**src/rtl/gpioemu_bus_master.sv**
```systemverilog
// gpioemu_bus_master: upstream sequencer for the gpioemu multiplier peripheral.
// It takes one 24x24 operand pair, runs the peripheral through a fixed
// write/start/poll/read sequence of 3-cycle bus accesses, and returns one result record.
// Optional macro GPIOEMU_POPCHK_EN adds a local popcount cross-check of W against L.
//
// state  | meaning
// IDLE   | ready for an operand pair
// WR_A1  | writing operand A
// WR_A2  | writing operand B
// WR_GO  | writing the start bit to the control register
// WAIT   | idle gap before the first status poll
// POLL   | reading status until done or out of polls
// RD_W   | reading product low word
// RD_L   | reading popcount
// OUT    | result record presented, waiting for res_ready
module gpioemu_bus_master #(
    parameter logic [15:0] ADDR_A1  = 16'h0380,
    parameter logic [15:0] ADDR_A2  = 16'h0388,
    parameter logic [15:0] ADDR_W   = 16'h0390,
    parameter logic [15:0] ADDR_L   = 16'h0398,
    parameter logic [15:0] ADDR_CS  = 16'h03A0,
    parameter int          GO_WAIT  = 2,
    parameter int          POLL_MAX = 1023
) (
    input  logic        clk,
    input  logic        n_reset,
    input  logic        op_valid,
    output logic        op_ready,
    input  logic [23:0] op_a,
    input  logic [23:0] op_b,
    output logic        res_valid,
    input  logic        res_ready,
    output logic [31:0] res_w,
    output logic [5:0]  res_ones,
    output logic        res_ovf,
    output logic        res_timeout,
    output logic        res_mismatch,
    output logic [15:0] saddress,
    output logic        swr,
    output logic        srd,
    output logic [31:0] sdata_out,
    input  logic [31:0] sdata_in,
    output logic        busy,
    output logic [15:0] op_count
);

    localparam int WW = $clog2(GO_WAIT + 1);
    localparam int PW = $clog2(POLL_MAX + 1);

    typedef enum logic [3:0] {
        S_IDLE, S_WR_A1, S_WR_A2, S_WR_GO, S_WAIT, S_POLL, S_RD_W, S_RD_L, S_OUT
    } state_t;

    typedef enum logic [1:0] {PH_SETUP, PH_STROBE, PH_HOLD} phase_t;

    state_t        state, state_nxt;
    phase_t        phase, phase_nxt;
    logic [WW-1:0] wait_cnt;
    logic [PW-1:0] poll_cnt;
    logic [23:0]   op_a_q, op_b_q;
    logic          acc_active, acc_wr, acc_last, hs_in;
    logic [15:0]   acc_addr;
    logic [31:0]   acc_data;
    // Status bit 1 is "done"; bit 0 is "product fits in 32 bits", so done with
    // bit 0 low is a finished, overflowed result rather than a pending one.
    logic          st_done;

    assign st_done   = sdata_in[1];
    assign acc_last  = (phase == PH_HOLD);
    assign hs_in     = op_valid && (state == S_IDLE);
    assign op_ready  = (state == S_IDLE);
    assign busy      = (state != S_IDLE);
    assign res_valid = (state == S_OUT);
    assign saddress  = acc_addr;
    assign sdata_out = acc_data;
    assign swr       = acc_active &&  acc_wr && (phase == PH_STROBE);
    assign srd       = acc_active && !acc_wr && (phase == PH_STROBE);

    // State and bus-phase registers.
    always_ff @(posedge clk or negedge n_reset) begin
        if (!n_reset) begin
            state <= S_IDLE;
            phase <= PH_SETUP;
        end else begin
            state <= state_nxt;
            phase <= phase_nxt;
        end
    end

    // Next state, current bus access and phase sequencing.
    always_comb begin
        state_nxt  = state;
        phase_nxt  = PH_SETUP;
        acc_active = 1'b0;
        acc_wr     = 1'b0;
        acc_addr   = '0;
        acc_data   = '0;
        case (state)
            S_IDLE:  if (op_valid) state_nxt = S_WR_A1;
            S_WR_A1: begin
                acc_active = 1'b1; acc_wr = 1'b1;
                acc_addr = ADDR_A1; acc_data = {8'h00, op_a_q};
                if (acc_last) state_nxt = S_WR_A2;
            end
            S_WR_A2: begin
                acc_active = 1'b1; acc_wr = 1'b1;
                acc_addr = ADDR_A2; acc_data = {8'h00, op_b_q};
                if (acc_last) state_nxt = S_WR_GO;
            end
            S_WR_GO: begin
                acc_active = 1'b1; acc_wr = 1'b1;
                acc_addr = ADDR_CS; acc_data = 32'h1;
                if (acc_last) state_nxt = S_WAIT;
            end
            S_WAIT:  if (wait_cnt == WW'(1)) state_nxt = S_POLL;
            S_POLL: begin
                acc_active = 1'b1; acc_addr = ADDR_CS;
                if (acc_last) begin
                    if (st_done)                  state_nxt = S_RD_W;
                    else if (poll_cnt == PW'(1))  state_nxt = S_OUT;
                end
            end
            S_RD_W: begin
                acc_active = 1'b1; acc_addr = ADDR_W;
                if (acc_last) state_nxt = S_RD_L;
            end
            S_RD_L: begin
                acc_active = 1'b1; acc_addr = ADDR_L;
                if (acc_last) state_nxt = S_OUT;
            end
            S_OUT:   if (res_ready) state_nxt = S_IDLE;
            default: state_nxt = S_IDLE;
        endcase
        if (acc_active) begin
            case (phase)
                PH_SETUP:  phase_nxt = PH_STROBE;
                PH_STROBE: phase_nxt = PH_HOLD;
                default:   phase_nxt = PH_SETUP;
            endcase
        end
    end

    // Operand capture, wait/poll down-counters, result fields and op counter.
    always_ff @(posedge clk or negedge n_reset) begin
        if (!n_reset) begin
            op_a_q      <= '0;
            op_b_q      <= '0;
            wait_cnt    <= '0;
            poll_cnt    <= '0;
            res_w       <= '0;
            res_ones    <= '0;
            res_ovf     <= 1'b0;
            res_timeout <= 1'b0;
            op_count    <= '0;
        end else begin
            if (hs_in) begin
                op_a_q      <= op_a;
                op_b_q      <= op_b;
                res_w       <= '0;
                res_ones    <= '0;
                res_ovf     <= 1'b0;
                res_timeout <= 1'b0;
            end
            if (state == S_WR_GO && acc_last) begin
                wait_cnt <= WW'(GO_WAIT);
                poll_cnt <= PW'(POLL_MAX);
            end
            if (state == S_WAIT) wait_cnt <= wait_cnt - WW'(1);
            if (state == S_POLL && acc_last) begin
                if (st_done) begin
                    res_ovf <= ~sdata_in[0];
                end else begin
                    poll_cnt <= poll_cnt - PW'(1);
                    if (poll_cnt == PW'(1)) res_timeout <= 1'b1;
                end
            end
            if (state == S_RD_W && acc_last) res_w    <= sdata_in;
            if (state == S_RD_L && acc_last) res_ones <= sdata_in[5:0];
            if (state == S_OUT && res_ready) op_count <= op_count + 16'd1;
        end
    end

`ifdef GPIOEMU_POPCHK_EN
    function automatic logic [5:0] pop32(input logic [31:0] v);
        logic [5:0] n;
        n = '0;
        for (int i = 0; i < 32; i++) n = n + {5'd0, v[i]};
        return n;
    endfunction

    // Cross-check the peripheral's popcount against the product word just read.
    // A timed-out op never reaches RD_L, so its flag stays cleared.
    always_ff @(posedge clk or negedge n_reset) begin
        if (!n_reset) begin
            res_mismatch <= 1'b0;
        end else if (hs_in) begin
            res_mismatch <= 1'b0;
        end else if (state == S_RD_L && acc_last) begin
            res_mismatch <= (pop32(res_w) != sdata_in[5:0]);
        end
    end
`else
    assign res_mismatch = 1'b0;
`endif

endmodule

```
**config.mk**
```make
export PLATFORM = sky130hd
export DESIGN_NAME = gpioemu_bus_master
export DESIGN_NICKNAME = d
export VERILOG_FILES = /design/src/rtl/gpioemu_bus_master.sv
export SDC_FILE = /design/constraint.sdc
export NUM_CORES = 1
export LEC_CHECK = 0
export ABC_CLOCK_PERIOD_IN_PS = 1940
export CORE_MARGIN = 5
export CORE_UTILIZATION = 25
export CTS_CLUSTER_SIZE = 16
export DETAILED_ROUTE_END_ITERATION = 6
export GPL_TIMING_DRIVEN = 0
export SLEW_MARGIN = 20
export SYNTH_ARGS = -nofsm -noshare
export SYNTH_HDL_FRONTEND = slang
export SYNTH_SLANG_ARGS = --single-unit
```
**constraint.sdc**
```tcl
create_clock -name clk -period 1.94 [get_ports clk]
set_clock_uncertainty 0.15 [all_clocks]
set_input_delay 0.485 -clock clk [delete_from_list [all_inputs] [get_ports clk]]
set_output_delay 0.485 -clock clk [all_outputs]
set_load 0.02 [all_outputs]
```
Word level (Yosys, flattened, before mapping)
Index checks and enable logic that the tools add are counted.
Widths: inputs -> output; s select.
{"block": "classes", "n_addsub": 3, "n_reduce_logical": 21, "n_mux": 34, "n_bitwise": 1, "eq_ne": 22}
{"operator": "$pmux 24 s3", "n": 1}
{"operator": "$mux 32", "n": 2}
{"operator": "$pmux 10 s5", "n": 1}
{"operator": "$mux 4", "n": 11}
{"operator": "$pmux 4 s9", "n": 1}
{"operator": "$mux 10", "n": 3}
{"operator": "$add 16x1->16 const B", "n": 1}
{"operator": "$eq 4x3->1 const B", "n": 4}
{"operator": "$ne 2x2->1 const B", "n": 8}
{"operator": "$mux 6", "n": 2}
{"operator": "$eq 10x1->1 const B", "n": 1}
{"operator": "$logic_and 1x1->1", "n": 10}
{"operator": "$reduce_and 10->1", "n": 1}
{"operator": "$sub 10x1->10 const B", "n": 1}
{"operator": "$mux 1", "n": 9}
{"operator": "$eq 4x2->1 const B", "n": 2}
{"operator": "$mux 2", "n": 3}
{"operator": "$reduce_bool 2->1", "n": 3}
{"operator": "$reduce_or 6->1", "n": 1}
{"operator": "$eq 2x1->1 const B", "n": 2}
{"operator": "$eq 4x1->1 const B", "n": 1}
{"operator": "$eq 4x4->1 const B", "n": 1}
{"operator": "$logic_not 4->1", "n": 1}
{"operator": "$pmux 2 s2", "n": 1}
{"operator": "other kinds (10)", "n": 10}
{"block": "totals", "reg_bits": 122, "in_bits": 84, "output_inout_bits": 110, "elab_cells": 92}

Depth between registers and ports, before layout
Gate-level depths: netlist of run 1.
{"block": "logic_depth", "ltp_word": 6, "mapped_depth": 8, "depth_no_buf": 7}

Worst setup path after synthesis of run 1
Ideal clock, no wire load.
{"block": "synth_timing", "kind": "register -> output", "from": "register state[3]", "to": "output sdata_out[12]", "t_arrival_ps": 1577, "t_required_ps": 1305, "setup_slack_ps": -272, "path_buffers": 2, "path_stages_with_launch": 6, "path_cell_list": "dfrtp_1 > or2_1 > clkbuf_1 > nor2_1 > clkbuf_1 > a22o_1"}
{"block": "synth_between", "elab_chain_cells": 2, "word_cells_on_any_way": 4}
{"item": "from (decl)", "line": "56", "rtl": "state_t state, state_nxt;"}
{"item": "from (signal assigned)", "line": "85", "rtl": "state <= state_nxt;"}
{"item": "$eq 4x2->1 or $eq 4x1->1 (tied branches)", "line": "98", "rtl": "case (state)"}
{"item": "$pmux 24 s3 (*)", "line": "98"}
{"item": "to (decl)", "line": "41", "rtl": "output logic [31:0] sdata_out,"}
Every way passes the cells marked *; elsewhere a longest branch is shown, timed or not.

Worst setup path after layout of run 1
{"block": "layout_timing", "from": "register state[3]", "to": "output sdata_out[10]"}
Same word-level chain as after synthesis.

==> reports/metrics.cfg, run 1 <==
[status]
status = finished, violations left
violations = negative setup slack

[grt]
grt_pass1_vias = 4955
antenna_found_initial = 0
grt_max_degree = 84
grt_pass1_wl_um = 27020
grt_overflow = 0
grt_usage = 0.1416

[synthesis]
synth_cell_types = 46
synth_cells = 529
yosys-top-cells-area = dfrtp_1, nand2_1, a22o_1, buf_4, xnor2_1
syn_avg_cell_area_um2 = 10.18
synthFlopType = dfrtp_1
synth_edf_count = 0
yosys_warnings = 0
synthTopCellsByCount = nand2_1, dfrtp_1, a22o_1
synthArstFlopShare = 1.000
netlist_area_um2 = 5385
synth_top_area_frac = 0.5669
synth_seq_cells = 122
yosysMostFrequentCell = nand2_1
ys_seq_area_frac = 0.5669
yosysTopAreaCell = dfrtp_1

[placed_design]
place_congestion = 0.7550
dp_slack_ns = -0.7663
portBuffers = 174
dp_hpwl_um = 11620

[setup_path]
cp-start-kind = flop
r2r_slack_ns = -0.43
end_kind = output port
required_ns = 1.30
cpMostUsedCell = buf_6
reg2reg_to = poll_cnt[6]
crit_arrival_ns = 1.80
path_cells = or2_4, nor2_4, buf_12, buf_6, a22o_1, buf_6
crit_path_max_fanout = 5
cp_slowest_cell = dfrtp_1
rr_worst_depth = 8
slowest_delay_ns = 0.41
r2r-start = state[3]
criticalPathCategory = flop to output port

[hold_path]
worstHoldStart = poll_cnt[7]
hold_depth = 1
min_path_type = flop to flop
holdPathEnd = poll_cnt[7]

[detailed_routing]
wl_um = 18350
route.vias.total = 4856
drt_first_pass_iters = 4
avgRoutedWirePerCell_um = 16.96
drc = 0
drt_first_iter_violations = 261
vias_per_cell = 4.488
drtAntennaViolNets = 0

[final_layout]
drive_above_1_share = 0.3797
syn2layout_area_growth_pct = 78.55
fin_nets = 881

[power]
total_leakage_power_nw = 4.737
ir_drop_mv = 0.7696
power_density_nw_per_um2 = 1382
totalPowerFinal_mw = 13.29

[cts]
root_buffer = clkbuf_16
cts_made_buffers = 17
clock_latency_ns = 0.42
cts.clk_slew.worst_paths_ns = 0.06
cts_tree = done
cts_num_sinks = 122
htree_levels = 4
cts.path.max_buffers = 2

[timing]
period_share = 1.256
rsz0062_at_grt = true
final_hold_viol_count = 0
tns_ns = -25.86
fmax_mhz = 410.3
setup_viol = 118
worst_slack_ns = -0.4971
final-max-slew-violation-count = 0
finalCriticalPeriod_ns = 2.437
whs_ns = 0.3325
relSlewSlack = 0.5969
worst_pin_slew_ns = 0.6000

[floorplan]
die-area_um2 = 24580
rows = 53
die_x_um = 156.8
ioPinCount = 194
initial_core_util = 0.2554
coreArea_um2 = 21090
die_y_um = 156.8

[job]
drv_cap = 0

==> metal layers <==
| metal | part of all wire | GRT usage |
|---|---|---|
| met3 | 0.078 | 0.05448 |
| met4 | 0.0095 | 0.04587 |
| met2 | 0.48 | 0.2195 |
| met5 | 0 | 0 |
| met1 | 0.43 | 0.1824 |
==> where the power goes <==
| group | switching, mW | leakage [nW] | internal [mW] |
|---|---|---|---|
| Combinational | 2.93 | 2.90 | 3.05 |
| Sequential | 0.786 | 1.56 | 3.44 |
| Clock | 1.18 | 0.282 | 1.91 |
| Total | 4.90 | 4.74 | 8.39 |
==> worst max path at each step <==
stage          startpoint            end  slack [ns]  cells after the start
6_report         state[3]  sdata_out[10]       -0.50                      6
5_1_grt          state[3]    poll_cnt[6]       -0.55                      8
4_1_cts          state[3]  sdata_out[10]       -0.51                      6
3_5_place_dp     state[3]  sdata_out[23]       -0.77                      6
3_3_place_gp      n_reset     op_a_q[15]       -4.88                      1
2_1_floorplan    state[3]           busy       -0.04                      4
==> cells in the final DEF, fill, tap and decap left out, types with 4 or more instances in the layout <==
master / synthesis / layout
buf_8: 0 / 11
nand4_1: 5 / 5
buf_4: 21 / 56
clkinv_2: 0 / 7
nor3_1: 7 / 6
dfrtp_2: 0 / 4
inv_1: 6 / 6
nand2_2: 0 / 50
dlygate4sd2_1: 0 / 57
nand3_2: 0 / 7
ha_1: 4 / 4
a22o_4: 0 / 20
buf_6: 0 / 51
clkbuf_16: 0 / 24
xnor2_1: 15 / 14
clkbuf_2: 0 / 5
nand2_1: 162 / 93
nor2_4: 0 / 7
clkdlybuf4s50_1: 0 / 81
a22o_1: 62 / 42
conb_1: 1 / 19
nor2_1: 17 / 10
o21ai_1: 6 / 8
dfrtp_1: 122 / 118
nand2_4: 0 / 18
==> final cells by class <==
class / count / area [um2]
buffer: 45 / 462.9
antenna: 1 / 2.502
clock inverter: 13 / 127.6
multi-input combinational: 370 / 2813
tap: 275 / 344.1
clock buffer: 19 / 442.9
timing repair buffer: 231 / 2342
sequential: 122 / 3058
fill: 2001 / 11470
inverter: 6 / 22.52
==> worst max-delay path: cells and delay by family (launching register included) <==
| family | cells | cell delay (ns) |
|---|---|---|
| DFF | 1 | 0.41 |
| and+or+nand+nor | 2 | 0.41 |
| buffers and inverters | 3 | 0.39 |
| AOI/OAI and AO/OA | 1 | 0.17 |
==> state kept, by name (all words and copies together) (netlist names) <==
register     count
op_a_q          24
op_b_q          24
op_count        16
phase            2
poll_cnt        10
res_ones         6
res_ovf          1
res_timeout      1
res_w           32
state            4
wait_cnt         2
==> logic make-up (layout without fill, tap and decap cells) <==
group                      after synthesis  in the layout  synth area share
and+or+nand+nor                        237            238            0.1991
DFF                                    122            122            0.5669
AOI/OAI and AO/OA                       86             86            0.1294
buffers and inverters                   56            314           0.05599
xor gates and xnor gates                19             19           0.03090
adders and majority gates                4              4          0.009294
muxes                                    4              4          0.007667
other                                    1             20         0.0006964
==> metrics by stage <==
stage / area (um2) / std cells / utilization
4_1_cts: 8939 / 1057 / 0.4239
2_1_floorplan: 5695 / 547 / -
3_3_place_gp: 7781 / 996 / 0.3690
5_1_grt: 9613 / 1081 / 0.4559
3_5_place_dp: 7814 / 997 / 0.3705
6_report: 9615 / 1082 / 0.4560
==> repair_timing <==
item                                    in CTS  in global routing
resized for setup                          341                148
buffers inserted                            22                 26
hold endpoints to repair                    39                  0
hold buffers                                 1                  0
cloned                                       7                  2
pin swaps                                   45                111
endpoints found under the setup margin     195                150
Power figures use the tool's default switching activity.
==> run 2, diff against run 1 <==
--- a/config.mk
+++ b/config.mk
@@ -6,11 +6,14 @@
 export NUM_CORES = 1
 export LEC_CHECK = 0
 export ABC_CLOCK_PERIOD_IN_PS = 1940
+export CORE_ASPECT_RATIO = 1.5
 export CORE_MARGIN = 5
 export CORE_UTILIZATION = 25
 export CTS_CLUSTER_SIZE = 16
 export DETAILED_ROUTE_END_ITERATION = 6
+export GPL_ROUTABILITY_DRIVEN = 0
 export GPL_TIMING_DRIVEN = 0
+export SKIP_LAST_GASP = 1
 export SLEW_MARGIN = 20
 export SYNTH_ARGS = -nofsm -noshare
 export SYNTH_HDL_FRONTEND = slang
==> reports/metrics.cfg, run 2 (same netlist as run 1, synthesis figures left out) <==
[placed_design]
post_dp_cell_area_um2 = 7805  ; -0.11%
dp_hpwl_um = 12350  ; +6.3%
place_inst = 990  ; -0.70%
portBuffers = 174  ; unchanged
dp_slack_ns = -0.8022  ; -0.03588 ns

[floorplan]
die_y_um = 189.8  ; +21%
rows = 65  ; +23%
die_x_um = 129.8  ; -17%
ioPinCount = 194  ; unchanged
initial_core_util = 0.2547  ; -0.0006951
die-area_um2 = 24640  ; +0.25%
coreArea_um2 = 21150  ; +0.27%

[detailed_routing]
wl_um = 17960  ; -2.2%
vias_per_cell = 4.463  ; -0.55%
drc = 0  ; unchanged
drt_first_iter_violations = 187  ; -28%
route.vias.total = 4816  ; -0.82%
drtAntennaViolNets = 0  ; unchanged
avgRoutedWirePerCell_um = 16.64  ; -1.9%
drt_first_pass_iters = 4  ; unchanged

[grt]
grt_max_degree = 83  ; -1.2%
grt_pass1_wl_um = 27260  ; +0.87%
antenna_found_initial = 0  ; unchanged
grt_usage = 0.1426  ; +0.001063
grt_pass1_vias = 4898  ; -1.2%
grt_overflow = 0  ; unchanged

[setup_path]
cp_slowest_cell = dfrtp_1
slowest_delay_ns = 0.39  ; -0.02 ns
path_cells = or2_4, nor2_4, buf_6, clkbuf_16, a22o_4, buf_6
cpMostUsedCell = buf_6
crit_arrival_ns = 1.79  ; about the same
required_ns = 1.30  ; about the same
cp-start-kind = flop
criticalPathCategory = flop to output port
end_kind = output port
cp.buffers_inverters = 3  ; unchanged
critPathTopFamily = simple AND/OR/NAND/NOR gates
crit_path_max_fanout = 5  ; unchanged

[power]
ir_drop_mv = 0.6476  ; -16%
total_leakage_power_nw = 4.782  ; +0.96%
power_density_nw_per_um2 = 1400  ; +1.3%

[cts]
clock_latency_ns = 0.42  ; about the same
cts.clk_slew.worst_paths_ns = 0.06  ; about the same
root_buffer = clkbuf_16
htree_levels = 4  ; unchanged
cts_num_sinks = 122  ; unchanged
cts_made_buffers = 17  ; unchanged
cts_tree = done
cts.path.max_buffers = 2  ; unchanged

[timing]
period_share = 1.248  ; -0.008590
rsz0062_at_grt = true
finalCriticalPeriod_ns = 2.420  ; -0.01666 ns
fmax_mhz = 413.1  ; +0.69%
final_hold_viol_count = 0  ; unchanged
setup_viol = 136  ; +15%
worst_slack_ns = -0.4804  ; +0.01666 ns
final-max-slew-violation-count = 0  ; unchanged
tns_ns = -23.61  ; +2.254 ns

[final_layout]
layout_common_cells = nand2_1, dfrtp_1, clkdlybuf4s50_1, buf_4, dlygate4sd2_1
post-route-util = 0.4466  ; -0.009407
fin_nets = 886  ; +0.57%
top_regs = res_w: 32 flops, op_a_q: 24 flops, op_b_q: 24 flops
largest_reg_flops = 32  ; unchanged
n_antenna_cell = 0  ; -1
fin_cells = 1079  ; -0.28%
top_register = res_w
fill_cells = 2007  ; +0.30%
final_common_cell = nand2_1
drive_above_1_share = 0.3046  ; -0.07509
syn2layout_area_growth_pct = 75.35
finalInstanceArea_um2 = 9443  ; -1.8%

[status]
status = finished, violations left
violations = negative setup slack

[job]
drv_cap = 0  ; unchanged

[hold_path]
min_path_type = flop to flop

[run 2: cell count changes in the layout (fill, tap and decap cells not counted), moves of 4 or more]
cell and change:
buf_8 -4, buf_4 +6, clkinv_2 -4, nand2_2 -49
nand2_1 +64, nand2_4 -15
[run 2: worst paths after layout]
| path | depth (start not counted) | slack (ns) | startpoint | end |
|---|---|---|---|---|
| min in group asynchronous | 2 | 0.40 | n_reset | res_w[8] |
| setup reg to reg | 8 | -0.34 | state[3] | poll_cnt[6] |
| setup / recovery | 6 | -0.48 | state[2] | sdata_out[13] |
| hold reg to reg | 1 | 0.32 | op_count[15] | op_count[15] |
| hold / removal | 1 | 0.32 | op_count[15] | op_count[15] |
| max in group asynchronous | 3 | 0.50 | n_reset | state[1] |
[run 2: timing repair]
item,CTS,global route
endpoints found under the hold margin,40,0
setup endpoints to repair,186,144
pin swaps,36,18
gates resized for setup,325,89
gates cloned,4,5
buffers inserted,27,28
hold buffers,1,0
[run 2: area by class of cell]
type,instances,area (um2),area share
Sequential cell,122,3055,0.3236
Multi-Input combinational cell,369,2541,0.2691
Timing Repair Buffer,239,2395,0.2536
Buffer,43,460.4,0.04876
Clock buffer,18,439.2,0.04651
Tap cell,268,335.3,0.03551
Clock inverter,14,193.9,0.02054
Inverter,6,22.52,0.002385
[run 2: where the power goes]
group / switching (mW) / total (mW) / internal (mW)
Clock: 1.23 / 3.43 / 2.19
Combinational: 2.83 / 5.75 / 2.91
Sequential: 0.612 / 4.05 / 3.44
[run 2: routing by layer]
layer	wire length (um)	part of all wire	vias to the layer above	global-route usage
met1	6928	0.39	2372	0.1618
met3	733	0.041	12	0.03539
li1	-	-	2321	-
met2	10070	0.56	111	0.2628
met4	224	0.012	0	0.03720
met5	0	0	-	0
[run 2: per-stage QoR]
stage	hold slack (ns)	power, mW
floorplan	0.03941	6.690
detailed placement	0.2471	8.651
global placement	0.3072	8.564
CTS	0.3234	12.68
finish	0.3173	13.22
global route	0.3528	13.95
